`src/rtl/ysyx_22040895_dmem_bridge_pkg.sv`:
```
// Shared types and constants for the data-memory AXI4-Lite bridge.
package ysyx_22040895_dmem_bridge_pkg;

  localparam int unsigned DATA_W_DEF = 64;
  localparam int unsigned ADDR_W_DEF = 64;

  localparam logic [1:0] RESP_OKAY = 2'b00;

  typedef enum logic [1:0] {
    MU_BYTE  = 2'b00,
    MU_HALF  = 2'b01,
    MU_WORD  = 2'b10,
    MU_DWORD = 2'b11
  } munit_e;

  typedef enum logic [2:0] {
    S_IDLE  = 3'd0,
    S_RD_A  = 3'd1,
    S_RD_D  = 3'd2,
    S_WR_AW = 3'd3,
    S_WR_B  = 3'd4,
    S_DONE  = 3'd5
  } state_e;

endpackage

```
`src/rtl/ysyx_22040895_lane_align.sv`:
```
// Byte-lane steering for the 64-bit bus: store strobe/data shift, load extract, alignment check.
module ysyx_22040895_lane_align
  import ysyx_22040895_dmem_bridge_pkg::*;
#(
  parameter int unsigned DATA_W = DATA_W_DEF
) (
  input  logic [1:0]                   unit_i,
  input  logic [$clog2(DATA_W/8)-1:0]  off_i,
  input  logic [DATA_W-1:0]            wdata_i,
  input  logic [DATA_W-1:0]            rdata_i,
  output logic [DATA_W/8-1:0]          wstrb_o,
  output logic [DATA_W-1:0]            wdata_o,
  output logic [DATA_W-1:0]            rdata_o,
  output logic                         misalign_o
);

  localparam int unsigned STRB_W = DATA_W / 8;
  localparam int unsigned OFF_W  = $clog2(STRB_W);

  logic [STRB_W-1:0] strb_base;
  logic [OFF_W-1:0]  align_mask;
  logic [DATA_W-1:0] size_mask;

  always_comb begin
    strb_base  = '0;
    align_mask = '0;
    unique case (munit_e'(unit_i))
      MU_BYTE:  begin strb_base = STRB_W'(8'h01); align_mask = OFF_W'(0); end
      MU_HALF:  begin strb_base = STRB_W'(8'h03); align_mask = OFF_W'(1); end
      MU_WORD:  begin strb_base = STRB_W'(8'h0F); align_mask = OFF_W'(3); end
      MU_DWORD: begin strb_base = '1;             align_mask = OFF_W'(7); end
      default:  begin strb_base = '0;             align_mask = '0;        end
    endcase
  end

  // Byte-enable pattern expanded to a bit mask for the load extract.
  always_comb begin
    size_mask = '0;
    for (int unsigned i = 0; i < STRB_W; i++) begin
      size_mask[8*i +: 8] = {8{strb_base[i]}};
    end
  end

  assign misalign_o = |(off_i & align_mask);
  assign wstrb_o    = strb_base << off_i;
  assign wdata_o    = wdata_i << {off_i, 3'b000};
  assign rdata_o    = (rdata_i >> {off_i, 3'b000}) & size_mask;

endmodule

```
`src/rtl/ysyx_22040895_dmem_bridge.sv`:
```
// Memory-stage load/store responder: one request becomes one AXI4-Lite transaction.
module ysyx_22040895_dmem_bridge
  import ysyx_22040895_dmem_bridge_pkg::*;
#(
  parameter int unsigned DATA_W = DATA_W_DEF,
  parameter int unsigned ADDR_W = ADDR_W_DEF
) (
  input  logic                clk,
  input  logic                rst,
  input  logic                mce_i,
  input  logic                mwe_i,
  input  logic [1:0]          munit_i,
  input  logic [ADDR_W-1:0]   maddr_i,
  input  logic [DATA_W-1:0]   wmdata_i,
  output logic [DATA_W-1:0]   rmdata_o,
  output logic                stall_o,
  output logic                err_o,
  output logic                awvalid_o,
  input  logic                awready_i,
  output logic [ADDR_W-1:0]   awaddr_o,
  output logic                wvalid_o,
  input  logic                wready_i,
  output logic [DATA_W-1:0]   wdata_o,
  output logic [DATA_W/8-1:0] wstrb_o,
  input  logic                bvalid_i,
  output logic                bready_o,
  input  logic [1:0]          bresp_i,
  output logic                arvalid_o,
  input  logic                arready_i,
  output logic [ADDR_W-1:0]   araddr_o,
  input  logic                rvalid_i,
  output logic                rready_o,
  input  logic [DATA_W-1:0]   rdata_i,
  input  logic [1:0]          rresp_i
);

  localparam int unsigned STRB_W = DATA_W / 8;
  localparam int unsigned OFF_W  = $clog2(STRB_W);

  state_e              state_q,    state_d;
  logic                we_q,       we_d;
  munit_e              unit_q,     unit_d;
  logic [ADDR_W-1:0]   addr_q,     addr_d;
  logic [DATA_W-1:0]   wdata_q,    wdata_d;
  logic [STRB_W-1:0]   wstrb_q,    wstrb_d;
  logic                misal_q,    misal_d;
  logic [1:0]          resp_q,     resp_d;
  logic [DATA_W-1:0]   rdata_q,    rdata_d;
  logic                aw_done_q,  aw_done_d;
  logic                w_done_q,   w_done_d;

  logic                idle;
  logic [1:0]          al_unit;
  logic [OFF_W-1:0]    al_off;
  logic [STRB_W-1:0]   al_wstrb;
  logic [DATA_W-1:0]   al_wdata;
  logic [DATA_W-1:0]   al_rdata;
  logic                al_misal;
  logic                done_err;

  assign idle = (state_q == S_IDLE);

  // One aligner serves both paths: live request in IDLE, latched request afterwards.
  assign al_unit = idle ? munit_i : unit_q;
  assign al_off  = idle ? maddr_i[OFF_W-1:0] : addr_q[OFF_W-1:0];

  ysyx_22040895_lane_align #(
    .DATA_W (DATA_W)
  ) u_lane_align (
    .unit_i     (al_unit),
    .off_i      (al_off),
    .wdata_i    (wmdata_i),
    .rdata_i    (rdata_q),
    .wstrb_o    (al_wstrb),
    .wdata_o    (al_wdata),
    .rdata_o    (al_rdata),
    .misalign_o (al_misal)
  );

  always_ff @(posedge clk) begin
    if (!rst) begin
      state_q   <= S_IDLE;
      we_q      <= 1'b0;
      unit_q    <= MU_BYTE;
      addr_q    <= '0;
      wdata_q   <= '0;
      wstrb_q   <= '0;
      misal_q   <= 1'b0;
      resp_q    <= RESP_OKAY;
      rdata_q   <= '0;
      aw_done_q <= 1'b0;
      w_done_q  <= 1'b0;
    end else begin
      state_q   <= state_d;
      we_q      <= we_d;
      unit_q    <= unit_d;
      addr_q    <= addr_d;
      wdata_q   <= wdata_d;
      wstrb_q   <= wstrb_d;
      misal_q   <= misal_d;
      resp_q    <= resp_d;
      rdata_q   <= rdata_d;
      aw_done_q <= aw_done_d;
      w_done_q  <= w_done_d;
    end
  end

  always_comb begin
    state_d   = state_q;
    we_d      = we_q;
    unit_d    = unit_q;
    addr_d    = addr_q;
    wdata_d   = wdata_q;
    wstrb_d   = wstrb_q;
    misal_d   = misal_q;
    resp_d    = resp_q;
    rdata_d   = rdata_q;
    aw_done_d = aw_done_q;
    w_done_d  = w_done_q;

    unique case (state_q)
      S_IDLE: begin
        if (mce_i) begin
          we_d      = mwe_i;
          unit_d    = munit_e'(munit_i);
          addr_d    = maddr_i;
          wdata_d   = al_wdata;
          wstrb_d   = al_wstrb;
          misal_d   = al_misal;
          resp_d    = RESP_OKAY;
          rdata_d   = '0;
          aw_done_d = 1'b0;
          w_done_d  = 1'b0;
          if (al_misal)   state_d = S_DONE;
          else if (mwe_i) state_d = S_WR_AW;
          else            state_d = S_RD_A;
        end
      end
      S_RD_A: begin
        if (arready_i) state_d = S_RD_D;
      end
      S_RD_D: begin
        if (rvalid_i) begin
          rdata_d = rdata_i;
          resp_d  = rresp_i;
          state_d = S_DONE;
        end
      end
      S_WR_AW: begin
        // Sticky per-channel flags so an accepted AW or W is never re-presented.
        aw_done_d = aw_done_q | awready_i;
        w_done_d  = w_done_q  | wready_i;
        if (aw_done_d && w_done_d) state_d = S_WR_B;
      end
      S_WR_B: begin
        if (bvalid_i) begin
          resp_d  = bresp_i;
          state_d = S_DONE;
        end
      end
      S_DONE:  state_d = S_IDLE;
      default: state_d = S_IDLE;
    endcase
  end

  assign done_err  = misal_q || (resp_q != RESP_OKAY);
  assign err_o     = (state_q == S_DONE) && done_err;
  assign rmdata_o  = ((state_q == S_DONE) && !we_q && !done_err) ? al_rdata : '0;

  assign stall_o   = (idle && mce_i) ||
                     (state_q == S_RD_A) || (state_q == S_RD_D) ||
                     (state_q == S_WR_AW) || (state_q == S_WR_B);

  assign arvalid_o = (state_q == S_RD_A);
  assign araddr_o  = addr_q;
  assign rready_o  = (state_q == S_RD_D);
  assign awvalid_o = (state_q == S_WR_AW) && !aw_done_q;
  assign awaddr_o  = addr_q;
  assign wvalid_o  = (state_q == S_WR_AW) && !w_done_q;
  assign wdata_o   = wdata_q;
  assign wstrb_o   = wstrb_q;
  assign bready_o  = (state_q == S_WR_B);

endmodule

```
`config.mk`:
```
export PLATFORM = sky130hd
export DESIGN_NAME = ysyx_22040895_dmem_bridge
export DESIGN_NICKNAME = d
export VERILOG_FILES = /design/src/rtl/ysyx_22040895_dmem_bridge_pkg.sv /design/src/rtl/ysyx_22040895_lane_align.sv /design/src/rtl/ysyx_22040895_dmem_bridge.sv
export SDC_FILE = /design/constraint.sdc
export NUM_CORES = 1
export LEC_CHECK = 0
export CAP_MARGIN = 0
export CORE_MARGIN = 3
export CORE_UTILIZATION = 35
export CTS_BUF_LIST = sky130_fd_sc_hd__clkbuf_8
export DETAILED_ROUTE_END_ITERATION = 7
export PLACE_DENSITY = 0.63
export SLEW_MARGIN = 20
export SYNTH_ARGS = -nofsm -noshare
export SYNTH_HDL_FRONTEND = slang
export SYNTH_SLANG_ARGS = --single-unit
```
`constraint.sdc`:
```
create_clock -name clk -period 3.1 [get_ports clk]
set_input_delay 0.31 -clock clk [delete_from_list [all_inputs] [get_ports clk]]
set_output_delay 0.31 -clock clk [all_outputs]
set_load 0.005 [all_outputs]
```
======== Word-level counts from Yosys, hierarchy flattened ========
Cells that the tools add are included.
word-level totals
  flip-flop bits (word level) ............. 211
  input bits .............................. 207
  output and inout port bits .............. 271
  logic and storage cells ................. 82
operators by class
  equality and inequality tests ........... 13
  shifts and indexed selects .............. 3
  multiplexer cells ....................... 23
  bitwise operators ....................... 4
  reduce and logical (&&, ||, !) cells .... 28
operators with widths
  operator              count
  $mux W64              3
  $pmux W64 S2          1
  $and A64 B64 Y64      1
  $shl A64 B6 Y64       1
  $shr A64 B6 Y64       1
  $pmux W8 S4           1
  $mux W3               7
  $pmux W3 S5           1
  $pmux W3 S4           1
  $mux W2               5
  $ne A2 B2 Y1 const B  4
  $shl A8 B3 Y8         1
  $logic_and A1 B1 Y1   7
  $eq A3 B2 Y1 const B  2
  $eq A3 B3 Y1 const B  2
  $pmux W2 S3           1
  $reduce_bool A2 Y1    3
  $logic_or A1 B1 Y1    5
  $reduce_and A5 Y1     1
  $eq A2 B2 Y1 const B  2
  $logic_not A1 Y1      4
  $pmux W1 S2           2
  $reduce_and A2 Y1     2
  $reduce_and A4 Y1     1
  other kinds (11)      12

======== Longest topological paths before layout ========
Gate-level depths: netlist of run 1.
  depth after elaboration ................. 9
  mapped depth ............................ 10

======== Modules after synthesis ========
Synthesis of run 1 repeated with hierarchy kept, for this count alone.
second synthesis, totals
  cell total of the unflattened synthesis .. 1,655
  area, all modules ....................... 13,347.8 µm²
by module, submodules not included
  module                     times used  cells each  area each (µm²)  seq. area each (µm²)
  ysyx_22040895_dmem_bridge  1           1,102       9,167.5          4,224.1
  ysyx_22040895_lane_align   1           553         4,180.3          0.0

======== Least setup slack after synthesis of run 1 ========
OpenSTA, ideal clock, no wires.
  kind .................................... reg-to-output
  start ................................... register resp_q[1]
  end ..................................... output port rmdata_o[56]
  arrival ................................. 2.170 ns
  required time ........................... 2.790 ns
  setup slack ............................. 0.620 ns
  stages on the path, launching flop included .. 8
  path buffers ............................ 2
  cell sequence ........................... dfxtp_1 -> or3_1 -> or3_1 -> buf_2 -> or4_1 -> buf_2 -> nor3_4 -> and2_1
on the way
  cells in the longest elaborated chain, start to end .. 5
RTL lines
  what                    RTL line                          RTL
  from (decl)             ysyx_22040895_dmem_bridge.sv:47   logic [1:0] resp_q, resp_d;
  from (signal assigned)  ysyx_22040895_dmem_bridge.sv:101  resp_q <= resp_d;
  $reduce_bool A2 Y1      ysyx_22040895_dmem_bridge.sv:166  assign done_err = misal_q || (resp_q != RESP_OKAY);
  $logic_or A1 B1 Y1      ysyx_22040895_dmem_bridge.sv:166
  $logic_not A1 Y1        ysyx_22040895_dmem_bridge.sv:168  assign rmdata_o = ((state_q == S_DONE) && !we_q && !done_err) ? al_rdata : '0;
  $logic_and A1 B1 Y1     ysyx_22040895_dmem_bridge.sv:168
  $mux W64                ysyx_22040895_dmem_bridge.sv:168
  to (decl)               ysyx_22040895_dmem_bridge.sv:15   output logic [DATA_W-1:0] rmdata_o,
Every way passes these cells.

======== Final worst setup path of run 1 ========
  start ................................... register resp_q[1]
  end ..................................... output port rmdata_o[61]
The elaborated chain is that of the path after synthesis.

==> impl_metrics.tcl, run 1 <==
set metrics [dict create \
    busiest_layer "met2" \
    coreArea_mm2 0.0329 \
    ys_warn_count 0 \
    postCtsHoldBufs 0 \
    gr-usage-met1_pct 36.5 \
    grt_max_degree 144 \
    seq_area_frac_synth_pct 35.8 \
    antenna_found_initial 10 \
    cts_num_sinks 211 \
    numCtsBuffers 40 \
    status "complete, but fails checks" \
    ys_ff_latch 211 \
    vias_per_cell 5.50 \
    hold_viol 0 \
    worstMarginPinSlew_ns 1.06 \
    final_common_cell "clkdlybuf4s50_1" \
    fin_cells 2449 \
    grt.met3_usage_pct 5.91 \
    die-area_mm2 0.0359 \
    place.gp.congestion 0.934 \
    fin_area_mm2 0.0187 \
    slew_violations 0 \
    layout_min_cycle_time_ns 3.20 \
    htree_levels 2 \
    grt_pass1_vias 12800 \
    clk_pin_slew_ns 0.06 \
    grt_pass1_wl_mm 79.5 \
    hp-class "in -> reg" \
    timing.final.ws_setup_ns -0.101 \
    die_h_um 190 \
    cp-end-kind "output port" \
    cp.arrival_ns 2.89 \
    area_growth_pct 58.8 \
    ys.flop_type "dfxtp_1" \
    dp_slack_ns -0.128 \
    clockBufferDepth 3 \
    port_buffers 477 \
    cts_tree "done" \
    drc 0 \
    synth_fp_nets 1683 \
    critPathKind "reg -> out" \
    max_stage_delay_ns 0.59 \
    post-route-period-util_pct 103 \
    cts_root_buffer "clkbuf_8" \
    placed_cell_area_mm2 0.0170 \
    drtIter0Drc 968 \
    synth_enable_flop_cells 0 \
    synth.cell_area_mm2 0.0118 \
    worstPathCellList "or3_4, or3_4, or4_4, nor3_4, buf_4, and2_1, buf_2" \
    final_nets 2178 \
    async_flop_share_pct 0 \
    drv_cap 0 \
    final_cell_mix "clkdlybuf4s50_1, nand2_1, dfxtp_1, a21oi_1, mux2i_1" \
    slew_headroom_pct 29.1 \
    num_vias 13500 \
    required_ns 2.79 \
    first_pass_iters 5 \
    max_freq_ghz 0.312 \
    setup_viol 28 \
    holdWs_ns 0.319 \
    cp_slowest_cell "or4_4" \
    layout-drive-gt1-share_pct 18.8 \
    violations "setup timing" \
    start_util_pct 35.9 \
    synth_cell_types 57 \
    crit_top_cell "or3_4" \
    grt_usage_pct 28.3 \
    dp_hpwl_mm 38.9 \
    ir_drop_mv 0.538 \
    dp_cells 2305 \
    critPathLaunchType "flop" \
    globalRouteOverflowTotal 0 \
    io_pins 478 \
    fin_skew_ns 0.0304 \
    leakage_nw 7.17 \
    ant_nets 0 \
    use_met2_pct 45.7 \
    wl_per_cell_um 22.2 \
    syn_avg_cell_area_um2 7.99 \
    power_density_mw_per_mm2 742 \
    synth_cells 1476 \
    cp_max_fo 3 \
    num_rows 66 \
    rsz0062_at_grt "true" \
    die_x_um 190 \
    clk_latency_ns 0.54 \
    routed_wl_mm 54.4 \
]
per-layer routing:
metal | vias to the layer above | share of wire (%)
li1 | 6216 | -
met1 | 6426 | 40
met2 | 692 | 46
met3 | 141 | 8.1
met4 | 2 | 4.9
met5 | - | 0.024
final cells by class:
cell class                      count  area (µm²)
Multi-Input combinational cell   1076        7000
Timing Repair Buffer              637        6090
Antenna cell                        9        22.5
Inverter                            5        23.8
Fill cell                        3104       14100
Tap cell                          442         553
Clock inverter                     19         113
Sequential cell                   211        4230
Clock buffer                       50         688
through the flow:
step	util, %	total power [W]	setup TNS (ns)
3_3_place_gp	51.8	0.00992	-0.836
2_1_floorplan	-	0.00711	0
4_1_cts	56.3	0.0137	-2.70
6_report	57.0	0.0139	-1.39
3_5_place_dp	51.8	0.00997	-1.23
5_1_grt	57.0	0.0146	-4.78
flip-flops by register name, summed over array words and instances (netlist names), 2 cells and up:
| name | flops |
|---|---|
| araddr_o | 64 |
| rdata_q | 64 |
| resp_q | 2 |
| state_q | 3 |
| unit_q | 2 |
| wdata_o | 64 |
| wstrb_o | 8 |
cell usage after synthesis, types with 8 or more instances:
cell type / count / share of area [%]
mux2_2: 12 / 1.1
o2bb2ai_1: 8 / 0.59
a211o_1: 9 / 0.67
mux4_2: 9 / 1.7
clkbuf_1: 74 / 2.4
nand3_1: 78 / 3.3
nor2b_1: 9 / 0.48
dfxtp_1: 211 / 36
buf_4: 67 / 4.3
o21a_1: 20 / 1.3
and2_1: 9 / 0.48
o21ai_0: 23 / 0.98
a21oi_1: 195 / 8.3
a31oi_1: 10 / 0.53
nor2_1: 80 / 2.5
o31a_1: 11 / 0.82
a22oi_1: 39 / 2.5
nand2_1: 289 / 9.2
mux2i_1: 145 / 12
o221ai_1: 9 / 0.67
a2bb2oi_1: 13 / 0.97
o22a_1: 8 / 0.59
a22o_1: 21 / 1.6
buf_2: 36 / 1.5
o22ai_1: 16 / 0.85
path summary, 6_finish.rpt:
check	to	slack [ns]	cells after the start	startpoint
setup / recovery	rmdata_o[61]	-0.10	7	resp_q[1]$_SDFFE_PN0P_
hold reg to reg	wdata_o[16]$_SDFFE_PN0P_	0.45	2	wdata_o[16]$_SDFFE_PN0P_
hold / removal	araddr_o[16]$_SDFFE_PN0P_	0.32	3	maddr_i[16]
setup reg to reg	state_q[1]$_SDFFE_PN0P_	0.09	15	state_q[2]$_SDFFE_PN0P_
critical path, delay by kind of cell, from the launching register on:
family                 cells  cell delay (ns)
and+or+nand+nor            5             1.78
DFF                        1             0.31
buffers and inverters      2             0.27
cell families (layout without fill, tap and decap cells):
group                  Yosys count  in the layout  share of synthesized area (%)
muxes                          166            166                           15.2
DFF                            211            211                           35.8
and+or+nand+nor                504            504                           18.3
buffers and inverters          189            711                           8.53
AOI/OAI and AO/OA              406            406                           22.1
other                            0              9                              0
timing repair:
action	CTS	global route
buffers inserted	54	9
endpoints found under the setup margin	64	56
resized for setup	297	58
gates cloned	4	1
pin swaps	43	16
power breakdown:
group	switching, W	leakage, nW	internal [W]
Sequential	0.000364	1.72	0.00315
Combinational	0.00393	4.99	0.00370
Clock	0.00121	0.457	0.00154
Total	0.00550	7.17	0.00839
Note: power is estimated with default switching activity, not from simulation.
==> run 2, diff against run 1 <==
==> constraint.sdc (replaced) <==
create_clock -name clk -period 3.8 [get_ports clk]
set_input_delay 0.38 -clock clk [delete_from_list [all_inputs] [get_ports clk]]
set_output_delay 0.38 -clock clk [all_outputs]
set_load 0.005 [all_outputs]
==> run 2 against run 1 <==
Net effect: the run now ends clean; routed wire length decreased by 4.4%; critical path type unchanged; highest routed layer is now met4; clock-buffer cell count decreased by 4; non-clock buffer count decreased by 105; clock skew decreased by 0.0017 ns; die area unchanged; combinational power decreased by 33%; critical endpoint is now rmdata_o[21]; via count decreased by 4.0%; flip-flop and latch count unchanged; clock power decreased by 18%.
==> impl_metrics.tcl, run 2 (synthesis results as in run 1) <==
set metrics [dict create \
    critPathLaunchType "flop" \
    routed_wl_mm 52.0 \
    power_density_mw_per_mm2 582 \
    power_w 0.0102 \
    port_buffers 477 \
    cts_root_buffer "clkbuf_8" \
    worstMarginPinSlew_ns 1.03 \
    die_h_um 190 \
    cp.arrival_ns 3.34 \
    num_vias 12900 \
    nFillCells 3161 \
    cp_max_fo 21 \
    grt_max_degree 96 \
    drv_cap 0 \
    drtIter0Drc 912 \
    dp_cells 2263 \
    ir_drop_mv 0.564 \
    rrSetupSlack_ns 0.76 \
    htree_levels 2 \
    globalRouteOverflowTotal 0 \
    crit_path_start "state_q[2]$_SDFFE_PN0P_" \
    cts_tree "done" \
    layout_min_cycle_time_ns 3.72 \
    worstPathCellList "buf_4, buf_4, or4b_4, nand2_4, buf_12, mux2i_1, o22ai_1, o21a_1, clkdlybuf4s50_1" \
    clockBufferDepth 3 \
    hold_path.startpoint "maddr_i[10]" \
    rsz0062_at_grt "true" \
    coreArea_mm2 0.0329 \
    hp-class "in -> reg" \
    die_x_um 190 \
    hold_end "araddr_o[10]$_SDFFE_PN0P_" \
    post-route-period-util_pct 98.0 \
    ant_nets 0 \
    status "finished, final reports clean" \
    cp_slowest_cell "or4b_4" \
    grt_usage_pct 27.3 \
    io_pins 478 \
    grt_pass1_wl_mm 76.6 \
    max_freq_ghz 0.269 \
    cp-end-kind "output port" \
    clk_latency_ns 0.54 \
    final_cell_mix "clkdlybuf4s50_1, nand2_1, dfxtp_1, a21oi_1, mux2i_1" \
    setup_viol 0 \
    rr_endpoint "wdata_o[56]$_SDFFE_PN0P_" \
    slew_violations 0 \
    cts_num_sinks 211 \
    vias_per_cell 5.51 \
    required_ns 3.42 \
    clk_pin_slew_ns 0.06 \
    r2r_start "state_q[2]$_SDFFE_PN0P_" \
    first_pass_iters 5 \
    hold_viol 0 \
    timing.final.ws_setup_ns 0.0770 \
    crit_top_cell "buf_4" \
    place.gp.congestion 0.940 \
    area_growth_pct 49.0 \
    leakage_nw 6.37 \
    start_util_pct 35.9 \
    drc 0 \
    final_nets 2073 \
    fin_skew_ns 0.0286 \
    slew_headroom_pct 31.4 \
    max_stage_delay_ns 0.60 \
    dp_hpwl_mm 38.6 \
    whs_path_depth 3 \
    grt_pass1_vias 12100 \
    num_rows 66 \
    antenna_found_initial 9 \
    r2r_cells 9 \
    fin_cells 2347 \
    critPathKind "reg -> out" \
    die-area_mm2 0.0359 \
    final_common_cell "clkdlybuf4s50_1" \
    fin_tns_setup_ns 0 \
    dp_slack_ns 0.319 \
    layout-drive-gt1-share_pct 8.44 \
    numCtsBuffers 40 \
    wl_per_cell_um 22.2 \
    postCtsHoldBufs 0 \
]
[run 2: changes by cell type in the layout (fill, tap and decap cells not counted), moves of 6 or more]
cell / delta
buf_4: -68
clkdlybuf4s50_1: +63
buf_2: -52
buf_6: -20
mux2i_1: +14
buf_12: -11
nor2_1: +11
inv_1: +8
mux2i_4: -8
nor2_4: -7
mux2i_2: -6
[run 2: final cells by class]
| class | instances | area [µm²] | area share, % |
|---|---|---|---|
| antenna | 9 | 22.5 | 0.128 |
| clock buffer | 46 | 633 | 3.60 |
| clock inverter | 26 | 175 | 0.997 |
| inverter | 5 | 23.8 | 0.135 |
| multi-input combinational | 1076 | 6670 | 38.0 |
| sequential | 211 | 4230 | 24.0 |
| tap | 442 | 553 | 3.15 |
| timing repair buffer | 532 | 5260 | 30.0 |
[run 2: per-stage QoR]
stage                     hold slack, ns  utilization (%)  cell area, µm²
final                              0.374             53.5           17600
after global routing               0.360             53.5           17600
after CTS                          0.338             53.2           17500
after detailed placement           0.445             50.6           16600
after global placement             0.439             50.6           16600
after floorplan                    0.429                -           11800
[run 2: worst max-delay path by stage]
stage	cells past startpoint	to	slack [ns]
floorplan	7	rmdata_o[56]	1.25
global placement	8	rmdata_o[4]	0.34
detailed placement	8	rmdata_o[22]	0.32
CTS	6	rmdata_o[62]	0.06
global route	9	rmdata_o[23]	-0.04
finish	9	rmdata_o[21]	0.08
[run 2: worst max-delay path, delay by kind of cell (launching register included)]
| family | cells | cell delay [ns] |
|---|---|---|
| AND/OR/NAND/NOR | 2 | 0.76 |
| buffers and inverters | 4 | 1.03 |
| multiplexers | 1 | 0.37 |
| AO/OA/AOI/OAI | 2 | 0.31 |
| flip-flops | 1 | 0.31 |
[run 2: timing repair]
item / CTS / global route
hold endpoints to repair: 0 / 0
setup buffers: 0 / 2
pin swaps: 1 / 4
gates cloned: 1 / 0
endpoints found under the setup margin: 40 / 20
gates resized for setup: 7 / 10
[run 2: per-layer routing]
| layer | GRT usage, % | vias to the layer above | share of wire, % |
|---|---|---|---|
| met3 | 5.49 | 122 | 8.0 |
| met2 | 44.7 | 640 | 47 |
| li1 | - | 5995 | - |
| met5 | 0 | - | 0 |
| met4 | 9.84 | 0 | 4.0 |
| met1 | 35.8 | 6176 | 41 |
[run 2: power by group]
part / internal, W / switching, W
logic: 0.00223 / 0.00290
registers: 0.00257 / 0.000276
clock network: 0.00125 / 0.00101
total: 0.00604 / 0.00418
